File: config.mk
export PLATFORM = sky130hd
export DESIGN_NAME = password_lock_controller
export DESIGN_NICKNAME = d
export VERILOG_FILES = /design/src/rtl/password_lock_controller.sv
export SDC_FILE = /design/constraint.sdc
export NUM_CORES = 1
export LEC_CHECK = 0
export ABC_CLOCK_PERIOD_IN_PS = 4000
export BUFFER_PORTS_ARGS = -buffer_cell sky130_fd_sc_hd__buf_2
export CAP_MARGIN = 0
export CORE_MARGIN = 1
export CORE_UTILIZATION = 61
export CTS_CLUSTER_SIZE = 14
export DETAILED_ROUTE_END_ITERATION = 12
export PLACE_DENSITY = 0.8
export RECOVER_POWER = 25
export SETUP_SLACK_MARGIN = 0.3
export SLEW_MARGIN = 0
export SYNTH_ARGS = -nofsm -noshare
export SYNTH_HDL_FRONTEND = slang
export SYNTH_SLANG_ARGS = --single-unit
File: constraint.sdc
create_clock -name clk -period 4 [get_ports clk]
set_input_delay 0.2 -clock clk [delete_from_list [all_inputs] [get_ports clk]]
set_output_delay 0.2 -clock clk [all_outputs]
set_load 0.01 [all_outputs]
File: src/rtl/password_lock_controller.sv
// Four-digit keypad lock with timed unlock, code programming
// and lockout after repeated wrong entries.
module password_lock_controller #(
  parameter logic [15:0] DEFAULT_CODE = 16'h1234,
  parameter int MAX_FAILS = 3,
  parameter int UNLOCK_CYCLES = 100000000,
  parameter int LOCKOUT_CYCLES = 500000000
) (
  input  logic       clk,
  input  logic       rst,
  input  logic       enter,
  input  logic       clear,
  input  logic [3:0] digit,
  input  logic       prog,
  output logic       unlocked,
  output logic       lockout,
  output logic [2:0] entry_count,
  output logic [1:0] fail_count,
  output logic [7:0] display_value
);

  typedef enum logic [2:0] {
    IDLE, ENTRY, CHECK, OPEN, PROG, LOCKOUT
  } state_t;

  localparam logic [31:0] UNLOCK_T = 32'(UNLOCK_CYCLES);
  localparam logic [31:0] LOCK_T = 32'(LOCKOUT_CYCLES);
  localparam logic [1:0] FAIL_LIM = 2'(MAX_FAILS);

  state_t      state;
  logic [15:0] code_reg;
  logic [15:0] entry_reg;
  logic [31:0] timer;

  logic [15:0] entry_nxt;
  logic [2:0]  cnt_inc;
  logic [1:0]  fail_inc;
  logic [7:0]  entry_disp;

  assign entry_nxt = {entry_reg[11:0], digit};
  assign cnt_inc = entry_count + 3'd1;
  assign fail_inc = fail_count + 2'd1;
  assign entry_disp = {1'b0, cnt_inc, digit};

  always_ff @(posedge clk) begin
    if (rst) begin
      state <= IDLE;
      code_reg <= DEFAULT_CODE;
      entry_reg <= '0;
      entry_count <= '0;
      fail_count <= '0;
      timer <= '0;
      unlocked <= 1'b0;
      lockout <= 1'b0;
      display_value <= 8'h00;
    end else begin
      unique case (state)
        IDLE, ENTRY: begin
          // clear wins over enter; in IDLE it just drops the digit
          if (clear) begin
            if (state == ENTRY) begin
              entry_reg <= '0;
              entry_count <= '0;
              display_value <= 8'h00;
              state <= IDLE;
            end
          end else if (enter) begin
            entry_reg <= entry_nxt;
            entry_count <= cnt_inc;
            display_value <= entry_disp;
            state <= (entry_count == 3'd3) ? CHECK : ENTRY;
          end
        end
        CHECK: begin
          entry_reg <= '0;
          entry_count <= '0;
          if (entry_reg == code_reg) begin
            state <= OPEN;
            fail_count <= '0;
            timer <= UNLOCK_T;
            unlocked <= 1'b1;
            display_value <= 8'h0E;
          end else if (fail_inc == FAIL_LIM) begin
            state <= LOCKOUT;
            fail_count <= fail_inc;
            timer <= LOCK_T;
            lockout <= 1'b1;
            display_value <= 8'hFF;
          end else begin
            state <= IDLE;
            fail_count <= fail_inc;
            display_value <= 8'h00;
          end
        end
        OPEN: begin
          if (prog) begin
            if (enter && !clear) begin
              state <= PROG;
              entry_reg <= entry_nxt;
              entry_count <= cnt_inc;
              display_value <= entry_disp;
            end
          end else if (timer <= 32'd1) begin
            state <= IDLE;
            timer <= '0;
            unlocked <= 1'b0;
            display_value <= 8'h00;
          end else begin
            timer <= timer - 32'd1;
          end
        end
        PROG: begin
          // timer stays frozen here; leaving early resumes OPEN
          if (clear || !prog) begin
            entry_reg <= '0;
            entry_count <= '0;
            display_value <= 8'h0E;
            state <= OPEN;
          end else if (enter) begin
            if (entry_count == 3'd3) begin
              code_reg <= entry_nxt;
              entry_reg <= '0;
              entry_count <= '0;
              timer <= '0;
              unlocked <= 1'b0;
              display_value <= 8'h00;
              state <= IDLE;
            end else begin
              entry_reg <= entry_nxt;
              entry_count <= cnt_inc;
              display_value <= entry_disp;
            end
          end
        end
        LOCKOUT: begin
          if (timer <= 32'd1) begin
            state <= IDLE;
            timer <= '0;
            lockout <= 1'b0;
            fail_count <= '0;
            display_value <= 8'h00;
          end else begin
            timer <= timer - 32'd1;
          end
        end
        default: state <= IDLE;
      endcase
    end
  end

endmodule

== Yosys cells after proc, flatten, opt, wreduce, memory -nomap -nowiden ==
Cells that the tools add are included.

* Output and inout port bits: 15
* Register bits: 82
* Logic and storage cells: 121

* Bitwise operators: 1
* Equal/unequal tests: 25
* Magnitude comparators: 1
* Multiplexer cells: 63
* Reductions and logical operators: 19
* Add/subtract/negate cells: 3

{| class="wikitable"
|+ Operators by type and width
! kind !! count
|-
| $mux W32 || 7
|-
| $mux W16 || 8
|-
| $pmux W32 S4 || 1
|-
| $mux W8 || 10
|-
| $pmux W16 S4 || 1
|-
| $mux W3 || 18
|-
| $pmux W8 S5 || 1
|-
| $le A32 B1 Y1 const B || 1
|-
| $sub A32 B1 Y32 const B || 1
|-
| $ne A2 B2 Y1 const B || 11
|-
| $ne A3 B3 Y1 const B || 6
|-
| $eq A16 B16 Y1 || 1
|-
| $pmux W3 S5 || 1
|-
| $pmux W3 S4 || 1
|-
| $reduce_and A6 Y1 || 2
|-
| $reduce_and A5 Y1 || 2
|-
| $eq A3 B2 Y1 const B || 3
|-
| $mux W1 || 8
|-
| $reduce_and A4 Y1 || 2
|-
| $reduce_bool A4 Y1 || 2
|-
| $mux W7 || 1
|-
| $reduce_and A7 Y1 || 1
|-
| $eq A3 B3 Y1 const B || 2
|-
| $mux W2 || 3
|-
| other kinds (17) || 18
|}

== Logic depth before layout (Yosys ltp) ==
* Depth in word-level cells: 5
* Mapped depth: 10
* Mapped depth without buffers: 8

== Worst setup path after synthesis ==
No wires, ideal clock.

* Path kind: flip-flop to flip-flop
* Start point: reg timer[20]
* End point: reg display_value[1]
* Stages on the path, launching flop included: 8
* Required time: 3.878 ns
* Path slack: 1.214 ns
* Arrival time: 2.664 ns
* Period minus slack after synthesis: 2.786 ns
* Setup time: 0.122 ns
* Cell sequence: dfxtp_1 -> or4_4 -> or4_4 -> buf_6 -> or4_4 -> nand4_4 -> a21oi_4 -> a221o_1

* Word-level cells in the longest chain between the ends: 4

{| class="wikitable"
|+ Ends and longest elaborated chain
! element !! line !! text
|-
| from (decl) || 33 || <nowiki>logic [31:0] timer;</nowiki>
|-
| from (signal assigned) || 109 || <nowiki>timer <= timer - 32'd1;</nowiki>
|-
| from (signal assigned) || 143 || <nowiki>timer <= timer - 32'd1;</nowiki>
|-
| $le A32 B1 Y1 * || 103, 136 ||
|-
| $mux W8 * || - ||
|-
| $mux W8 || - ||
|-
| $pmux W8 S5 * || - ||
|-
| to (signal assigned) || 70 || <nowiki>display_value <= entry_disp;</nowiki>
|-
| to (signal assigned) || 101 || <nowiki>display_value <= entry_disp;</nowiki>
|-
| to (signal assigned) || 131 || <nowiki>display_value <= entry_disp;</nowiki>
|-
| to (decl) || 19 || <nowiki>output logic [7:0] display_value</nowiki>
|}

Mark *: on every way between the ends. The rest lies on a longest branch, timed or not.
A chain may end at the register's enable or synchronous reset.

== Worst setup path after layout ==
* Start point: reg state[1]
* End point: reg entry_reg[2]

* Word-level cells in the longest chain between the ends: 4
* Elaborated cells between the ends (all ways): 14
* Those cells by class: 9 x eq/ne; 1 x mux; 4 x reduce/logical

{| class="wikitable"
|+ Ends and longest elaborated chain
! element !! line !! text
|-
| from (decl) || 30 || <nowiki>state_t state;</nowiki>
|-
| from (signal assigned) || 71 || <nowiki>state <= (entry_count == 3'd3) ? CHECK : ENTRY;</nowiki>
|-
| $eq A3 B1 Y1 / $logic_not A3 Y1 (equally long branches) || 57, 61 ||
|-
| $reduce_or A2 Y1 || 57 || <nowiki>unique case (state)</nowiki>
|-
| $ne A3 B3 Y1 (no line) / $reduce_bool A4 Y1 (equally long branches) || - ||
|-
| $reduce_and A6 Y1 (no line) || - ||
|-
| to (signal assigned) || 68 || <nowiki>entry_reg <= entry_nxt;</nowiki>
|-
| to (signal assigned) || 99 || <nowiki>entry_reg <= entry_nxt;</nowiki>
|-
| to (signal assigned) || 129 || <nowiki>entry_reg <= entry_nxt;</nowiki>
|-
| to (decl) || 32 || <nowiki>logic [15:0] entry_reg;</nowiki>
|}

Several ways; a longest one is shown, not always the timed one.

==> flow_summary.yaml <==
detailed_routing:
  drtIter0Drc: 327
  routed_wirelength_um: 10900
  ant_nets: 0
  dr.pass1.iters: 5
  via_count: 4298
  viasPerCell: 6.31
  wl_per_cell_um: 16.0
  drc: 0
clock_tree:
  hold_buffers: 0
  root_buffer: "clkbuf_8"
  clock_sinks: 82
  clk_path_buf_depth: 2
  cts_repair_resize_count: 0
  clk-insertion-delay-late_ns: 0.37
  cts_setup_buffers: 0
  cts_tree: "built"
  cts.htree.levels: 3
  cts_inserted_buffers: 9
  clk_pin_slew_ns: 0.10
global_route:
  grtUsageTotal_pct: 30.0
  grt_max_degree: 35
  antenna_found_initial: 0
  grt_overflow: 0
  grt_pass1_vias: 3823
  grt_pass1_wl_um: 17900
floorplanning:
  die_h_um: 87.0
  dieWidth_um: 87.0
  rows: 30
  ios: 24
  die_area_um2: 7570
  core-area_um2: 6870
  start_util_pct: 64.1
worst_setup_path:
  crit_required_ns: 4.30
  worstPathCellList: "a22oi_1 -> o21ai_0 -> nand3_1 -> a21oi_1"
  crit_family: "compound AO/OA/AOI/OAI gates"
  crit_fanout: 20
  startpoint_type: "flip-flop"
  slowest_delay_ns: 1.91
  crit_arrival_ns: 3.60
  cpMaxStageDelayCell: "o21ai_0"
  crit_type: "reg -> reg"
  critPathBufInv: 0
  crit_path_end_kind: "flip-flop"
synth:
  synth-seq-area-share_pct: 37.3
  synth_cells: 575
  netlist_top_cells_count: "82 x dfxtp_1, 79 x a21oi_1, 56 x nor2_1, 54 x o21ai_0, 43 x nand2_1"
  synth_top_area_share_pct: 37.3
  synthFlopType: "dfxtp_1"
  synth_cell_types: 50
  yosysTopAreaCell: "dfxtp_1"
  ys_top_cells_by_area: "dfxtp_1 37%, a21oi_1 9.0%, o21ai_0 6.1%, nor2_1 4.8%, nand2_1 3.7%"
  ys_seq_elements: 82
  yosysWarnings: 0
  synth_fp_nets: 590
  synth_edf_count: 0
  synth_most_common_cell: "dfxtp_1"
  syn_area_per_cell_um2: 7.66
  ys_async_sr_fraction_pct: 0
  synth_area_um2: 4410
sta:
  fin_skew_ns: 0.0114
  period_needed_ns: 3.30
  finalCritPeriodShare_pct: 82.5
  rsz0062_at_grt: "no"
  finalHoldViolCount: 0
  tns_ns: 0
  slew_headroom_pct: -70.0
  setup_viol: 0
  fmax_ghz: 0.303
  worst_pin_slew_ns: 2.52
  drv_slew: 21
pwr:
  leakagePower_nw: 1.57
  peakVddDrop_uv: 231
  power_density_nw_per_um2: 322
placed_design:
  dp_hpwl_um: 7370
  numPortBuffers: 23
  gp_congestion: 0.934
  dpl_cell_area_um2: 4580
final_layout:
  design_area_um2: 4760
  fin_nets: 595
  largest_register_ffs: 32
  antenna_cells: 0
  area_delta_synth_final_pct: 8.07
  layout-drive-gt1-share_pct: 8.72
flow_run:
  drv_cap: 1
worst_hold_path:
  hp-class: "in -> reg"
outcome:
  violations: "max-capacitance violations, max-slew violations"
  status: "finished with violations"
==> power breakdown <==
part	internal [mW]	switching, mW
Sequential	0.823	0.00732
Clock	0.249	0.360
Combinational	0.0268	0.0650
==> final cells by class <==
cell class / count / area [um2]
clock buffers: 9 / 124
clock inverters: 7 / 76.3
flip-flops and latches: 82 / 1640
well taps: 96 / 120
fillers: 609 / 2110
multi-input cells: 441 / 2570
inverters: 12 / 45.0
repair buffers: 34 / 179
==> per-stage QoR <==
step / util [%] / cells / total power, mW / setup slack (ns) / hold WS [ns]
after global routing: 69.3 / 681 / 1.58 / 0.408 / 0.0919
after CTS: 69.6 / 681 / 1.54 / 0.844 / 0.0781
final: 69.3 / 681 / 1.53 / 0.702 / 0.0914
after global placement: 66.7 / 665 / 0.939 / 0.990 / 0.443
after floorplan: - / 575 / 0.912 / 1.21 / 0.318
after detailed placement: 66.7 / 665 / 0.941 / 0.859 / 0.448
==> per-layer routing <==
layer / vias to the layer above / wire length, um / GRT usage, %
met1: 2013 / 5060 / 40.6
li1: 2098 / - / -
met4: 0 / 214 / 10.5
met3: 22 / 626 / 4.93
met2: 165 / 5020 / 48.3
met5: - / 0 / 0
==> cell usage in the layout (no fill, tap or decap), types with 5 or more instances in the layout <==
master / instances
clkbuf_1: 15
dfxtp_1: 82
or3_1: 9
buf_4: 11
buf_2: 8
o21ai_0: 54
or4_1: 5
inv_1: 12
nor4_1: 14
o2bb2ai_1: 7
nand2b_1: 8
nand4_1: 9
clkbuf_8: 9
a21oi_1: 79
xnor2_1: 16
nand3_1: 32
a211o_1: 5
nor3_1: 23
nand2_1: 43
a31oi_1: 10
nor2b_1: 11
mux2i_1: 12
nor2_1: 55
ha_1: 6
==> kinds of logic (layout without fill, tap and decap cells) <==
| group | count (synthesis) | in the layout | synth area share, % |
|---|---|---|---|
| and+or+nand+nor | 227 | 227 | 26.2 |
| AOI/OAI and AO/OA | 180 | 180 | 24.1 |
| DFF | 82 | 82 | 37.3 |
| buffers and inverters | 52 | 62 | 4.83 |
| xor gates and xnor gates | 16 | 16 | 3.18 |
| muxes | 12 | 12 | 2.73 |
| adders and majority gates | 6 | 6 | 1.70 |
==> worst paths after layout <==
kind,slack (ns),start,cells past startpoint,endpoint
worst min-delay path,0.09,digit[2],2,code_reg[2]
worst min register to register,0.46,lockout,2,lockout
worst max-delay path,0.70,state[1],4,entry_reg[2]
worst max register to register,0.70,state[1],4,entry_reg[2]
Power figures use the tool's default switching activity.
